==> src/rtl/rx_queue_pkg.sv <==
// rtl/rx_queue_pkg.sv - shared UART receive-queue types and sizing
package rx_queue_pkg;
   typedef logic [7:0] byte_t;
   localparam int RXQ_WIDTH    = 8;
   localparam int RXQ_DEPTH    = 16;
   localparam int RXQ_AF_LEVEL = 12;
endpackage

==> src/rtl/rx_queue_if.sv <==
// rtl/rx_queue_if.sv - producer/consumer handshake bundle for the receive queue
interface rx_queue_if #(
   parameter int WIDTH = 8,
   parameter int DEPTH = 16
);
   localparam int CW = $clog2(DEPTH) + 1;

   logic             i_enq;
   logic [WIDTH-1:0] i_data;
   logic             i_deq;
   logic             i_clr_overflow;
   logic [WIDTH-1:0] o_data;
   logic             o_empty;
   logic             o_full;
   logic             o_almost_full;
   logic [CW-1:0]    o_count;
   logic             o_overflow;

   modport slave (
      input  i_enq, i_data, i_deq, i_clr_overflow,
      output o_data, o_empty, o_full, o_almost_full, o_count, o_overflow
   );

   modport master (
      output i_enq, i_data, i_deq, i_clr_overflow,
      input  o_data, o_empty, o_full, o_almost_full, o_count, o_overflow
   );
endinterface

==> src/rtl/rx_queue.sv <==
// rtl/rx_queue.sv - show-ahead byte FIFO between the UART receiver and its consumer
// Flags decode the count register directly so they never lag a pointer update.
module rx_queue
   import rx_queue_pkg::*;
#(
   parameter int WIDTH    = RXQ_WIDTH,
   parameter int DEPTH    = RXQ_DEPTH,
   parameter int AF_LEVEL = RXQ_AF_LEVEL
) (
   input logic         i_clk,
   input logic         i_rst,
   rx_queue_if.slave   bus
);
   localparam int PW = $clog2(DEPTH);
   localparam int CW = PW + 1;

   logic [WIDTH-1:0] mem_q [DEPTH];
   logic [PW-1:0]    rd_ptr_q, rd_ptr_d;
   logic [PW-1:0]    wr_ptr_q, wr_ptr_d;
   logic [CW-1:0]    count_q, count_d;
   logic             overflow_q, overflow_d;
   logic             empty, full, wa, ra, drop;

   assign empty = (count_q == '0);
   assign full  = (count_q == CW'(DEPTH));
   // A pop in the same cycle frees the slot, so a full queue still accepts the write.
   assign wa    = bus.i_enq & (~full | bus.i_deq);
   assign ra    = bus.i_deq & ~empty;
   assign drop  = bus.i_enq & full & ~bus.i_deq;

   always_comb begin
      rd_ptr_d   = rd_ptr_q;
      wr_ptr_d   = wr_ptr_q;
      overflow_d = overflow_q;
      if (wa) wr_ptr_d = wr_ptr_q + PW'(1);
      if (ra) rd_ptr_d = rd_ptr_q + PW'(1);
      count_d = count_q + CW'(wa) - CW'(ra);
      if (drop)                    overflow_d = 1'b1;
      else if (bus.i_clr_overflow) overflow_d = 1'b0;
   end

   always_ff @(posedge i_clk) begin
      if (i_rst) begin
         rd_ptr_q   <= '0;
         wr_ptr_q   <= '0;
         count_q    <= '0;
         overflow_q <= 1'b0;
      end else begin
         rd_ptr_q   <= rd_ptr_d;
         wr_ptr_q   <= wr_ptr_d;
         count_q    <= count_d;
         overflow_q <= overflow_d;
      end
   end

   // Storage is deliberately left uncleared by reset.
   always_ff @(posedge i_clk) begin
      if (wa && !i_rst) mem_q[wr_ptr_q] <= bus.i_data;
   end

   assign bus.o_data        = empty ? '0 : mem_q[rd_ptr_q];
   assign bus.o_empty       = empty;
   assign bus.o_full        = full;
   assign bus.o_almost_full = (count_q >= CW'(AF_LEVEL));
   assign bus.o_count       = count_q;
   assign bus.o_overflow    = overflow_q;
endmodule
==> src/flat_wrapper.sv <==
// flat-port wrapper written by rule: the top's interface ports become plain ports
module rx_queue_flat import rx_queue_pkg::*;
#(
   parameter int WIDTH    = RXQ_WIDTH,
   parameter int DEPTH    = RXQ_DEPTH,
   parameter int AF_LEVEL = RXQ_AF_LEVEL
)
  (i_clk, i_rst, bus_i_enq, bus_i_data, bus_i_deq, bus_i_clr_overflow, bus_o_data, bus_o_empty, bus_o_full, bus_o_almost_full, bus_o_count, bus_o_overflow);
  rx_queue_if #(.WIDTH(WIDTH), .DEPTH(DEPTH)) bus_i ();
  input logic i_clk;
  input logic i_rst;
  input wire logic [$bits(bus_i.i_enq)-1:0] bus_i_enq;
  input wire logic [$bits(bus_i.i_data)-1:0] bus_i_data;
  input wire logic [$bits(bus_i.i_deq)-1:0] bus_i_deq;
  input wire logic [$bits(bus_i.i_clr_overflow)-1:0] bus_i_clr_overflow;
  output wire logic [$bits(bus_i.o_data)-1:0] bus_o_data;
  output wire logic [$bits(bus_i.o_empty)-1:0] bus_o_empty;
  output wire logic [$bits(bus_i.o_full)-1:0] bus_o_full;
  output wire logic [$bits(bus_i.o_almost_full)-1:0] bus_o_almost_full;
  output wire logic [$bits(bus_i.o_count)-1:0] bus_o_count;
  output wire logic [$bits(bus_i.o_overflow)-1:0] bus_o_overflow;
  assign bus_i.i_enq = bus_i_enq;
  assign bus_i.i_data = bus_i_data;
  assign bus_i.i_deq = bus_i_deq;
  assign bus_i.i_clr_overflow = bus_i_clr_overflow;
  assign bus_o_data = bus_i.o_data;
  assign bus_o_empty = bus_i.o_empty;
  assign bus_o_full = bus_i.o_full;
  assign bus_o_almost_full = bus_i.o_almost_full;
  assign bus_o_count = bus_i.o_count;
  assign bus_o_overflow = bus_i.o_overflow;
  rx_queue #(.WIDTH(WIDTH), .DEPTH(DEPTH), .AF_LEVEL(AF_LEVEL)) u_core (.i_clk(i_clk), .i_rst(i_rst), .bus(bus_i));
endmodule
==> config.mk <==
export PLATFORM = sky130hd
export DESIGN_NAME = rx_queue_flat
export DESIGN_NICKNAME = d
export VERILOG_FILES = /design/src/rtl/rx_queue_pkg.sv /design/src/rtl/rx_queue_if.sv /design/src/rtl/rx_queue.sv /design/src/flat_wrapper.sv
export SDC_FILE = /design/constraint.sdc
export NUM_CORES = 1
export LEC_CHECK = 0
export ABC_AREA = 1
export BUFFER_PORTS_ARGS = -buffer_cell sky130_fd_sc_hd__buf_2
export CAP_MARGIN = 15
export CORE_ASPECT_RATIO = 1.2
export CORE_UTILIZATION = 32
export DETAILED_ROUTE_END_ITERATION = 6
export PLACE_DENSITY_LB_ADDON = 0.05
export SYNTH_ARGS = -nofsm -noshare
export SYNTH_HDL_FRONTEND = slang
export SYNTH_SLANG_ARGS = --single-unit
==> constraint.sdc <==
create_clock -name i_clk -period 3.9 [get_ports i_clk]
set_clock_uncertainty 0.15 [all_clocks]
set_input_delay 0.39 -clock i_clk [delete_from_list [all_inputs] [get_ports i_clk]]
set_output_delay 0.39 -clock i_clk [all_outputs]
set_load 0.02 [all_outputs]
==> flow_summary.rst, run 1 <==
.. list-table::
   :header-rows: 1

   * - Metric
     - Value
   * - Status
     - finished, final reports clean
   * - Headroom to the max-slew limit
     - 0.314
   * - Largest vdd supply drop
     - 0.357 mV
   * - Library cell with the highest instance count after synthesis
     - sky130_fd_sc_hd__nand2_1
   * - Combinational family with the most area after synthesis
     - simple AND/OR/NAND/NOR gates
   * - Area of the mapped netlist
     - 6160 um2
   * - Part of the power in registers
     - 0.397
   * - Adder-cell share of the synthesized area
     - 0.0297
   * - Setup repair after global routing missed its margin
     - false
   * - Vias per cell
     - 4.76
   * - Final estimated routing congestion in global placement
     - 0.795
   * - Clk pwr share
     - 0.348
   * - I/O pin cnt
     - 30
   * - Total negative slack for setup checks
     - 0 ns
   * - Fmax
     - 325 MHz
   * - CTS resizes
     - 0
   * - Die footprint
     - 19800 um2
   * - Number of remaining DRC errors
     - 0
   * - Cell family with the largest share of critical-path delay
     - buffers and inverters
   * - Final HPWL DP
     - 10.1 mm
   * - Endpoint class of the critical path
     - primary output
   * - Number of distinct library cells after synthesis
     - 22
   * - Register area share after synthesis
     - 0.683
   * - Layout area overhead
     - 14.5%
   * - Initial antenna violation count
     - 0
   * - Number of nets with antenna violations after detailed routing
     - 0
   * - Xor/xnor share of the synthesized area
     - 0.00711
   * - Die Span Y
     - 154 um
   * - Arrival time reported for the critical path endpoint
     - 2.54 ns
   * - Power density over cell area
     - 640 nW/um2
   * - Critical path buffer and inverter count
     - 4
   * - CTS H-tree lvls
     - 4
   * - Vias in the first global route
     - 4057
   * - Number of enable flip-flop cells after synthesis
     - 128
   * - Mean instance size in the synthesized netlist
     - 11.2 um2
   * - Post-CTS setup-driven buffer insertion count
     - 0
   * - Series of cell instances along the critical path
     - buf_4, inv_1, buf_4, nand3_1, nand3_1, nand2_1, nand2_1, a21oi_1, buf_2
   * - Max-cap violations
     - 0
   * - Cells taking the most area after synthesis
     - sky130_fd_sc_hd__edfxtp_1, sky130_fd_sc_hd__nand2_1, sky130_fd_sc_hd__nand3_1
   * - CTS clk-pin slew, worst paths
     - 0.06 ns
   * - Global route total overflow
     - 0
   * - Multiplexer share of the synthesized area
     - 0
   * - Final worst path period share
     - 0.789
   * - Site Rows
     - 55
   * - Total wire length after detailed routing
     - 16.1 mm
   * - Pin count of the biggest net entering global routing
     - 65
   * - CTS sink count
     - 146
   * - Critical Path Source Type
     - flip-flop
   * - Final hold vios
     - 0
   * - Std-Cell Core Area
     - 18900 um2
   * - Number of slew-limit violations in the final report
     - 0
   * - Tot Pwr
     - 4510 uW
   * - Number of nets in the synthesized netlist
     - 579
   * - Library cell used as clock root buffer
     - sky130_fd_sc_hd__clkbuf_16
   * - Gr usage total
     - 0.174
   * - Nets
     - 607
   * - Hold-fix buffer count after cts
     - 0
   * - Routed WL per cell
     - 18.9 um
   * - Starting density of the core
     - 0.327
   * - Flip-flop and latch count after synthesis
     - 146
   * - Final setup vio count
     - 0
   * - Dominant register cell in the synthesized netlist
     - sky130_fd_sc_hd__edfxtp_1
   * - Compound-gate portion of the synthesized area
     - 0.0223
   * - Min-delay worst type
     - primary input to flip-flop
   * - TritonCTS Buffers
     - 17
   * - Switching power share of the total
     - 0.327
   * - Most numerous cell types in the synthesized netlist
     - sky130_fd_sc_hd__nand2_1, sky130_fd_sc_hd__edfxtp_1, sky130_fd_sc_hd__nand3_1, sky130_fd_sc_hd__nor2_1, sky130_fd_sc_hd__a21oi_1
   * - Number of optimization iterations in the first detailed-route pass
     - 5
   * - Endpoint required time on the critical path
     - 3.36 ns
   * - Static leakage power
     - 0.00261 uW
   * - Shortest clock period the worst path allows after layout
     - 3.08 ns
   * - Worst-path cell with the longest stage delay
     - sky130_fd_sc_hd__buf_4
   * - Worst setup path class
     - flip-flop to primary output
   * - Basic-gate share of the synthesized area counting and, or, nand and nor cells
     - 0.212
   * - Wire length of the first global-routing pass
     - 24.5 mm
   * - Gate count of the mapped netlist
     - 552
   * - Worst stage delay on the critical path
     - 0.37 ns
   * - Clock tree from TritonCTS
     - built
   * - Count of vias placed by the detailed router
     - 4037
   * - Number of port buffers
     - 29
   * - Proportion of power drawn by combinational gates
     - 0.255
   * - Post-synthesis cell type with the largest combined area
     - sky130_fd_sc_hd__edfxtp_1
   * - Share of final-layout standard cells stronger than drive strength 1
     - 0.118
   * - Transition at the pin with the smallest max-transition slack
     - 1.03 ns
   * - Net switching power of the design
     - 1480 uW
   * - Die W
     - 129 um
   * - Starting DRT DRC Count
     - 349
   * - Worst Path Max Fanout
     - 33
   * - Synthesis warning total
     - 0
   * - Cell internal power dissipation
     - 3040 uW
   * - Share of Yosys cell area claimed by the top area cell type
     - 0.624
   * - Diode insertion count for antenna repair
     - 0
   * - Deepest clock path buffer count
     - 2
   * - Later-pin clock latency in the skew report
     - 0.42 ns
   * - Ys async rst share
     - 0
[layout by cell type (no fill, tap or decap), types with 2 or more instances in the layout]
cell type,Yosys,layout
sky130_fd_sc_hd__dfxtp_1,18,17
sky130_fd_sc_hd__bufinv_16,0,2
sky130_fd_sc_hd__nor2_1,27,27
sky130_fd_sc_hd__clkinv_2,0,3
sky130_fd_sc_hd__ha_1,13,13
sky130_fd_sc_hd__clkinvlp_4,0,6
sky130_fd_sc_hd__xnor2_1,2,2
sky130_fd_sc_hd__a21oi_1,20,20
sky130_fd_sc_hd__inv_1,18,18
sky130_fd_sc_hd__buf_4,5,4
sky130_fd_sc_hd__clkinv_4,0,2
sky130_fd_sc_hd__buf_2,9,29
sky130_fd_sc_hd__clkinv_1,2,3
sky130_fd_sc_hd__xor2_1,3,3
sky130_fd_sc_hd__nand3_1,107,107
sky130_fd_sc_hd__o21ai_0,6,6
sky130_fd_sc_hd__inv_2,4,4
sky130_fd_sc_hd__nand2_1,175,175
sky130_fd_sc_hd__clkbuf_16,0,17
sky130_fd_sc_hd__edfxtp_1,128,128
[metal layers]
metal,vias to the layer above,global-route usage,share of wire,routed length (um)
li1,1954,-,-,-
met1,1986,0.225,0.45,7300
met2,90,0.290,0.50,8070
met3,7,0.0383,0.037,596
met4,0,0.0487,0.0063,101
met5,-,0,0,0
[worst min-delay path: cells and delay by family]
family / cells / cell delay (ns)
AND/OR/NAND/NOR: 1 / 0.05
buffers and inverters: 2 / 0.11
AO/OA/AOI/OAI: 1 / 0.06
[power by group through the flow]
stage | registers, uW | logic (uW) | clock network [uW]
2_1_floorplan | 1850 | 792 | 0
3_3_place_gp | 1830 | 1160 | 0
3_5_place_dp | 1830 | 1170 | 0
4_1_cts | 1790 | 1170 | 1600
5_1_grt | 1800 | 1300 | 1660
6_report | 1790 | 1150 | 1570
[path summary, 6_finish.rpt]
check / from / endpoint / slack, ns / depth (start not counted)
setup reg to reg: u_core.bus.o_count[2] / u_core.mem_q[1][2] / 1.13 / 9
setup / recovery: flip-flop / bus_o_data[0] / 0.82 / 9
hold reg to reg: u_core.bus.o_overflow / u_core.bus.o_overflow / 0.33 / 2
hold / removal: bus_i_clr_overflow / u_core.bus.o_overflow / 0.08 / 4
[area by class of cell]
| type | instances | area (um2) |
|---|---|---|
| Clock inverter | 14 | 141 |
| Clock buffer | 18 | 429 |
| Sequential cell | 146 | 4210 |
| Multi-Input combinational cell | 357 | 1670 |
| Inverter | 24 | 90.1 |
| Tap cell | 256 | 320 |
| Timing Repair Buffer | 34 | 195 |
| Fill cell | 1884 | 11800 |
[flip-flops by register name, indices dropped and copies added (netlist names), named ones only]
register and flops:
u_core.bus.o_count 5, u_core.mem_q 128, u_core.wr_ptr_q 4, u_core.bus.o_overflow 1, u_core.rd_ptr_q 4
[kinds of logic (layout without fill, tap and decap cells)]
family          count (synthesis)  count (layout)
simple gates                  311             311
flops                         146             146
buf+inv                        49              90
compound gates                 27              27
fa+ha+maj                      14              14
xor+xnor                        5               5
[metrics by stage]
stage | area (um2) | utilization | cells | setup slack (ns) | hold slack (ns)
CTS | 7050 | 0.374 | 849 | 0.776 | 0.0607
global placement | 6480 | 0.344 | 817 | 1.16 | 0.299
detailed placement | 6480 | 0.344 | 817 | 1.14 | 0.311
floorplan | 6160 | - | 552 | 1.32 | 0.309
global route | 7050 | 0.374 | 849 | 0.645 | 0.101
finish | 7050 | 0.374 | 849 | 0.823 | 0.0764
Note: power is estimated with default switching activity, not from simulation.
==> run 2: changes to the inputs <==
==> constraint.sdc (replaced) <==
create_clock -name i_clk -period 2.9 [get_ports i_clk]
set_clock_uncertainty 0.15 [all_clocks]
set_input_delay 0.29 -clock i_clk [delete_from_list [all_inputs] [get_ports i_clk]]
set_output_delay 0.29 -clock i_clk [all_outputs]
set_load 0.02 [all_outputs]
==> flow_summary.rst, run 2 (synthesis results as in run 1) <==
.. list-table::
   :header-rows: 1

   * - Metric
     - Value
   * - Status
     - finished, final reports clean
   * - Count of vias placed by the detailed router
     - 4080 (+1.1%)
   * - Worst setup path class
     - flip-flop to flip-flop
   * - Static leakage power
     - 0.00279 uW (+6.9%)
   * - Vias per cell
     - 4.66 (-1.9%)
   * - Routing usage on met3
     - 0.0372 (-0.00104)
   * - Critical Path Source Type
     - flip-flop
   * - Headroom to the max-slew limit
     - 0.598 (+0.284)
   * - Most common library cell in the layout ignoring fill and taps
     - sky130_fd_sc_hd__nand2_1
   * - Setup repair after global routing missed its margin
     - false
   * - Layout area overhead
     - 18.3%
   * - Shortest clock period the worst path allows after layout
     - 2.67 ns
   * - Global route hottest layer
     - met2
   * - Arrival time reported for the critical path endpoint
     - 2.83 ns (+0.29 ns)
   * - Site Rows
     - 55 (unchanged)
   * - Clock tree from TritonCTS
     - built
   * - Final setup vio count
     - 0 (unchanged)
   * - Reg2reg end
     - u_core.bus.o_count[4]
   * - Flip-flop count of the largest register after layout
     - 128 (unchanged)
   * - Utilization after layout
     - 0.386 (+0.0124)
   * - Largest vdd supply drop
     - 0.432 mV (+21%)
   * - Die footprint
     - 19800 um2 (unchanged)
   * - Starting density of the core
     - 0.327 (unchanged)
   * - CTS H-tree lvls
     - 4 (unchanged)
   * - Multi-input logic area
     - 1670 um2 (unchanged)
   * - Area of all sequential standard cells
     - 4210 um2 (unchanged)
   * - Starting DRT DRC Count
     - 293 (-16%)
   * - Worst Path Max Fanout
     - 7 (-79%)
   * - Gr usage total
     - 0.165 (-0.00869)
   * - Launching point of the worst reg2reg path
     - u_core.bus.o_count[2]
   * - Fmax
     - 375 MHz
   * - Final HPWL DP
     - 9.96 mm (-1.4%)
   * - Diode insertion count for antenna repair
     - 0 (unchanged)
   * - CTS sink count
     - 146 (unchanged)
   * - Total negative slack for setup checks
     - 0 ns (unchanged)
   * - Number of remaining DRC errors
     - 0 (unchanged)
   * - Nets
     - 633 (+4.3%)
   * - Cells on Worst Hold Path
     - 3 (-1)
   * - I/O pin cnt
     - 30 (unchanged)
   * - CTS clk-pin slew, worst paths
     - 0.06 ns (about the same)
   * - Routed WL per cell
     - 17.4 um (-8.1%)
   * - Met2 usage in global routing
     - 0.274 (-0.0160)
   * - Tot Pwr
     - 6170 uW (+37%)
   * - Library cell used as clock root buffer
     - sky130_fd_sc_hd__clkbuf_16
   * - Min-delay worst type
     - primary input to flip-flop
   * - Total wire length after detailed routing
     - 15.2 mm (-5.2%)
   * - Share of final-layout standard cells stronger than drive strength 1
     - 0.155 (+0.0370)
   * - Final hold vios
     - 0 (unchanged)
   * - Crit. Startpoint
     - u_core.bus.o_count[2]
   * - Deepest clock path buffer count
     - 2 (unchanged)
   * - Wire length of the first global-routing pass
     - 23.5 mm (-4.3%)
   * - Final worst path period share
     - 0.921
   * - Transition at the pin with the smallest max-transition slack
     - 0.603 ns (-0.422 ns)
   * - Die Span Y
     - 154 um (unchanged)
   * - Destination of the worst hold path
     - u_core.wr_ptr_q[3]
   * - Number of port buffers
     - 29 (unchanged)
   * - Global route total overflow
     - 0 (unchanged)
   * - Number of cells on the worst reg-to-reg path
     - 13 (+4)
   * - Beginning of the worst hold path
     - bus_i_enq
   * - Endpoint required time on the critical path
     - 3.06 ns (-0.30 ns)
   * - R2R setup slack
     - 0.23 ns (-0.90 ns)
   * - TritonCTS Buffers
     - 17 (unchanged)
   * - Power density over cell area
     - 846 nW/um2 (+32%)
   * - Met1 Usage GRT
     - 0.208 (-0.0165)
   * - Number of nets with antenna violations after detailed routing
     - 0 (unchanged)
   * - Initial antenna violation count
     - 0 (unchanged)
   * - Number of optimization iterations in the first detailed-route pass
     - 4 (-1)
   * - Final estimated routing congestion in global placement
     - 0.772 (-2.9%)
   * - Vias in the first global route
     - 4063 (+0.15%)
   * - Std-Cell Core Area
     - 18900 um2 (unchanged)
   * - Die W
     - 129 um (unchanged)
   * - Later-pin clock latency in the skew report
     - 0.42 ns (about the same)
   * - Max-cap violations
     - 0 (unchanged)
   * - Endpoint class of the critical path
     - flip-flop
   * - Top register by number of flip-flops
     - u_core.mem_q
   * - Final-layout fill cell count
     - 1916 (+1.7%)
   * - Number of slew-limit violations in the final report
     - 0 (unchanged)
   * - Pin count of the biggest net entering global routing
     - 52 (-20%)
   * - Commonest non-fill, non-tap cells in the layout
     - sky130_fd_sc_hd__nand2_1, sky130_fd_sc_hd__edfxtp_1, sky130_fd_sc_hd__nand3_1, sky130_fd_sc_hd__buf_2, sky130_fd_sc_hd__buf_4
   * - Post-CTS setup-driven buffer insertion count
     - 0 (unchanged)
run 2: cell types whose count changed in the layout (fill, tap and decap cells not counted), sizes merged:
cell,previous run,this run
inv,22,24
dlygate4sd3,0,1
clkinv,8,9
clkbuf,18,21
buf,34,59
clkinvlp,6,0
run 2: critical path, stage by stage, from the launching register on:
cell,delay (ns)
sky130_fd_sc_hd__dfxtp_1,0.35
sky130_fd_sc_hd__inv_1,0.10
sky130_fd_sc_hd__ha_1,0.16
sky130_fd_sc_hd__nand4_1,0.12
sky130_fd_sc_hd__nand2_1,0.14
sky130_fd_sc_hd__inv_1,0.13
sky130_fd_sc_hd__ha_1,0.29
sky130_fd_sc_hd__inv_1,0.04
sky130_fd_sc_hd__ha_1,0.21
sky130_fd_sc_hd__fa_1,0.41
sky130_fd_sc_hd__a21oi_1,0.17
sky130_fd_sc_hd__o21bai_1,0.08
sky130_fd_sc_hd__o21ai_0,0.15
sky130_fd_sc_hd__a21oi_1,0.06
run 2: area by class of cell:
type | count | area share
flip-flops and latches | 146 | 0.577
inverters | 24 | 0.0124
clock inverters | 11 | 0.0168
well taps | 256 | 0.0440
clock buffers | 21 | 0.0677
multi-input cells | 357 | 0.229
repair buffers | 60 | 0.0527
run 2: layer usage:
layer	wire, um	vias to the layer above
li1	-	2009
met1	6950	1986
met2	7600	71
met3	465	14
met4	215	0
met5	0	-
run 2: stage by stage:
stage	worst slack (ns)	hold WS [ns]	instance area [um2]	instances
after global placement	0.273	0.310	6660	842
after floorplan	0.321	0.239	6160	552
after global routing	0.0341	0.0277	7290	875
after detailed placement	0.230	0.329	6660	842
after CTS	0.0795	0.00405	7280	875
final	0.230	0.0249	7290	875
run 2: power by group:
part	internal [uW]	switching [uW]
clock network	1390	836
logic	469	1040
registers	2360	63.1
total	4220	1940
run 2: worst max path at each step:
stage / slack [ns] / cells past startpoint / endpoint
2_1_floorplan: 0.32 / 13 / u_core.bus.o_count[4]
3_3_place_gp: 0.27 / 13 / u_core.bus.o_count[4]
3_5_place_dp: 0.23 / 13 / u_core.bus.o_count[4]
4_1_cts: 0.08 / 9 / bus_o_data[1]
5_1_grt: 0.03 / 13 / u_core.bus.o_count[4]
6_report: 0.23 / 13 / u_core.bus.o_count[4]
run 2: repair_timing:
| item | 4_1_cts | 5_1_grt |
|---|---|---|
| endpoints found under the hold margin | 1 | 0 |
| gates resized for setup | 0 | 1 |
| setup endpoints to repair | 0 | 7 |
| hold buffers | 1 | 0 |
==> run 3: changes to the inputs <==
==> constraint.sdc (replaced) <==
create_clock -name i_clk -period 3.3 [get_ports i_clk]
set_clock_uncertainty 0.15 [all_clocks]
set_input_delay 0.33 -clock i_clk [delete_from_list [all_inputs] [get_ports i_clk]]
set_output_delay 0.33 -clock i_clk [all_outputs]
set_load 0.02 [all_outputs]
==> flow_summary.rst, run 3 (synthesis results as in run 1) <==
.. list-table::
   :header-rows: 1

   * - Metric
     - Value
   * - Status
     - finished, final reports clean
   * - Global route total overflow
     - 0 (unchanged)
   * - Final HPWL DP
     - 9.76 mm (-2.0%)
   * - Switching power share of the total
     - 0.334 (+0.0189)
   * - Hold-fix buffer count after cts
     - 1 (unchanged)
   * - Number of nets with antenna violations after detailed routing
     - 0 (unchanged)
   * - Die W
     - 129 um (unchanged)
   * - CTS clk-pin slew, worst paths
     - 0.06 ns (about the same)
   * - Final worst path period share
     - 0.895
   * - Launching point of the worst reg2reg path
     - u_core.bus.o_count[2]
   * - Final hold vios
     - 0 (unchanged)
   * - Share of final-layout standard cells stronger than drive strength 1
     - 0.143 (-0.0122)
   * - Commonest non-fill, non-tap cells in the layout
     - sky130_fd_sc_hd__nand2_1, sky130_fd_sc_hd__edfxtp_1, sky130_fd_sc_hd__nand3_1, sky130_fd_sc_hd__buf_2, sky130_fd_sc_hd__nor2_1
   * - R2R setup slack
     - 0.62 ns (+0.39 ns)
   * - Cells on Worst Hold Path
     - 3 (unchanged)
   * - Beginning of the worst hold path
     - bus_i_enq
   * - Utilization after layout
     - 0.381 (-0.00511)
   * - Part of the power in registers
     - 0.399 (+0.006)
   * - Clk pwr share
     - 0.343 (-0.019)
   * - Pin count of the biggest net entering global routing
     - 65 (+25%)
   * - Fmax
     - 338 MHz
   * - Shortest clock period the worst path allows after layout
     - 2.95 ns
   * - Destination of the worst hold path
     - u_core.wr_ptr_q[2]
   * - Starting density of the core
     - 0.327 (unchanged)
   * - Number of cells on the worst reg-to-reg path
     - 13 (unchanged)
   * - Cell internal power dissipation
     - 3550 uW (-16%)
   * - Nets
     - 623 (-1.6%)
   * - Std-Cell Core Area
     - 18900 um2 (unchanged)
   * - Placed cell area
     - 6610 um2 (-0.75%)
   * - Number of slew-limit violations in the final report
     - 0 (unchanged)
   * - CTS sink count
     - 146 (unchanged)
   * - Number of port buffers
     - 29 (unchanged)
   * - Layout area overhead
     - 16.7%
   * - Worst hold-check slack
     - 0.0547 ns (+0.0298 ns)
   * - Deepest clock path buffer count
     - 2 (unchanged)
   * - Transition at the pin with the smallest max-transition slack
     - 1.01 ns (+0.405 ns)
   * - CTS H-tree lvls
     - 4 (unchanged)
   * - Proportion of power drawn by combinational gates
     - 0.259 (+0.014)
   * - Worst setup path class
     - flip-flop to primary output
   * - Reg2reg end
     - u_core.bus.o_count[4]
   * - Arrival time reported for the critical path endpoint
     - 2.47 ns (-0.36 ns)
   * - Library cell used as clock root buffer
     - sky130_fd_sc_hd__clkbuf_16
   * - Die footprint
     - 19800 um2 (unchanged)
   * - Post-CTS setup-driven buffer insertion count
     - 0 (unchanged)
   * - Final setup vio count
     - 0 (unchanged)
   * - CTS resizes
     - 0 (unchanged)
   * - Starting DRT DRC Count
     - 231 (-21%)
   * - TritonCTS Buffers
     - 17 (unchanged)
   * - Worst-case setup margin in the final layout
     - 0.346 ns (+0.116 ns)
   * - Clock tree from TritonCTS
     - built
   * - Pre-CTS WS
     - 0.653 ns (+0.423 ns)
   * - Endpoint class of the critical path
     - primary output
   * - Count of vias placed by the detailed router
     - 4006 (-1.8%)
   * - Number of remaining DRC errors
     - 0 (unchanged)
   * - Final estimated routing congestion in global placement
     - 0.759 (-1.7%)
   * - Initial antenna violation count
     - 0 (unchanged)
   * - Most common library cell in the layout ignoring fill and taps
     - sky130_fd_sc_hd__nand2_1
   * - Wire length of the first global-routing pass
     - 23.7 mm (+1.0%)
   * - Total negative slack for setup checks
     - 0 ns (unchanged)
   * - Vias per cell
     - 4.63 (-0.68%)
   * - I/O pin cnt
     - 30 (unchanged)
   * - Later-pin clock latency in the skew report
     - 0.42 ns (about the same)
   * - Endpoint required time on the critical path
     - 2.82 ns (-0.24 ns)
   * - Setup repair after global routing missed its margin
     - false
   * - Largest vdd supply drop
     - 0.396 mV (-8.4%)
   * - Gr usage total
     - 0.170 (+0.00467)
   * - Number of optimization iterations in the first detailed-route pass
     - 4 (unchanged)
   * - Total wire length after detailed routing
     - 15.4 mm (+1.1%)
   * - Min-delay worst type
     - primary input to flip-flop
   * - Site Rows
     - 55 (unchanged)
   * - Top register by number of flip-flops
     - u_core.mem_q
   * - Die Span Y
     - 154 um (unchanged)
   * - Routed WL per cell
     - 17.8 um (+2.3%)
   * - Static leakage power
     - 0.00272 uW (-2.6%)
   * - Final-layout fill cell count
     - 1921 (+0.26%)
   * - Flip-flop count of the largest register after layout
     - 128 (unchanged)
   * - Max-cap violations
     - 0 (unchanged)
   * - Diode insertion count for antenna repair
     - 0 (unchanged)
   * - Cell area after layout
     - 7190 um2 (-1.3%)
   * - Power density over cell area
     - 742 nW/um2 (-12%)
   * - Headroom to the max-slew limit
     - 0.327 (-0.270)
   * - Vias in the first global route
     - 4009 (-1.3%)
   * - Net switching power of the design
     - 1780 uW (-8.3%)
   * - Worst Path Max Fanout
     - 23 (+16)
   * - Critical Path Source Type
     - flip-flop
==> run 3: power by group through the flow <==
| stage | clock, uW | combinational (uW) | sequential (uW) |
|---|---|---|---|
| floorplan | 0 | 936 | 2180 |
| global placement | 0 | 1390 | 2160 |
| detailed placement | 0 | 1400 | 2160 |
| CTS | 1870 | 1400 | 2120 |
| global route | 1940 | 1540 | 2130 |
| finish | 1830 | 1380 | 2130 |
==> run 3: worst max-delay path, stage by stage (launching register included) <==
cell	delay, ns
sky130_fd_sc_hd__dfxtp_1	0.31
sky130_fd_sc_hd__inv_1	0.72
sky130_fd_sc_hd__buf_4	0.33
sky130_fd_sc_hd__nand3_1	0.11
sky130_fd_sc_hd__nand3_1	0.09
sky130_fd_sc_hd__nand2_1	0.07
sky130_fd_sc_hd__nand2_1	0.12
sky130_fd_sc_hd__a21oi_1	0.12
sky130_fd_sc_hd__buf_2	0.18
==> run 3: worst max-delay path by stage <==
stage                                     start               endpoint  slack [ns]  cells past startpoint
after floorplan           u_core.bus.o_count[2]  u_core.bus.o_count[4]        0.72                     13
after global placement    u_core.bus.o_count[2]  u_core.bus.o_count[4]        0.68                     13
after detailed placement  u_core.bus.o_count[2]  u_core.bus.o_count[4]        0.65                     13
after CTS                             flip-flop          bus_o_data[1]        0.33                      8
after global routing                  flip-flop          bus_o_data[1]        0.17                      8
final                                 flip-flop          bus_o_data[1]        0.35                      8
==> run 3: per-stage QoR <==
| step | instances | total power [uW] |
|---|---|---|
| finish | 865 | 5330 |
| floorplan | 552 | 3120 |
| global placement | 832 | 3550 |
| CTS | 865 | 5400 |
| detailed placement | 832 | 3560 |
| global route | 865 | 5610 |
==> run 3: layer usage <==
layer  part of all wire  vias to the layer above  track usage  routed length, um
li1                   -                     1989            -                  -
met1               0.45                     1917        0.216               6910
met2               0.50                       89        0.284               7650
met3              0.042                       11       0.0383                654
met4              0.011                        0       0.0543                170
met5                  0                        -            0                  0
==> run 3: area by class of cell <==
class / count / area (um2) / area share
clock buffers: 19 / 475 / 0.0661
clock inverters: 13 / 97.6 / 0.0136
inverters: 24 / 90.1 / 0.0125
multi-input cells: 357 / 1670 / 0.232
flip-flops and latches: 146 / 4210 / 0.585
well taps: 256 / 320 / 0.0446
repair buffers: 50 / 330 / 0.0459
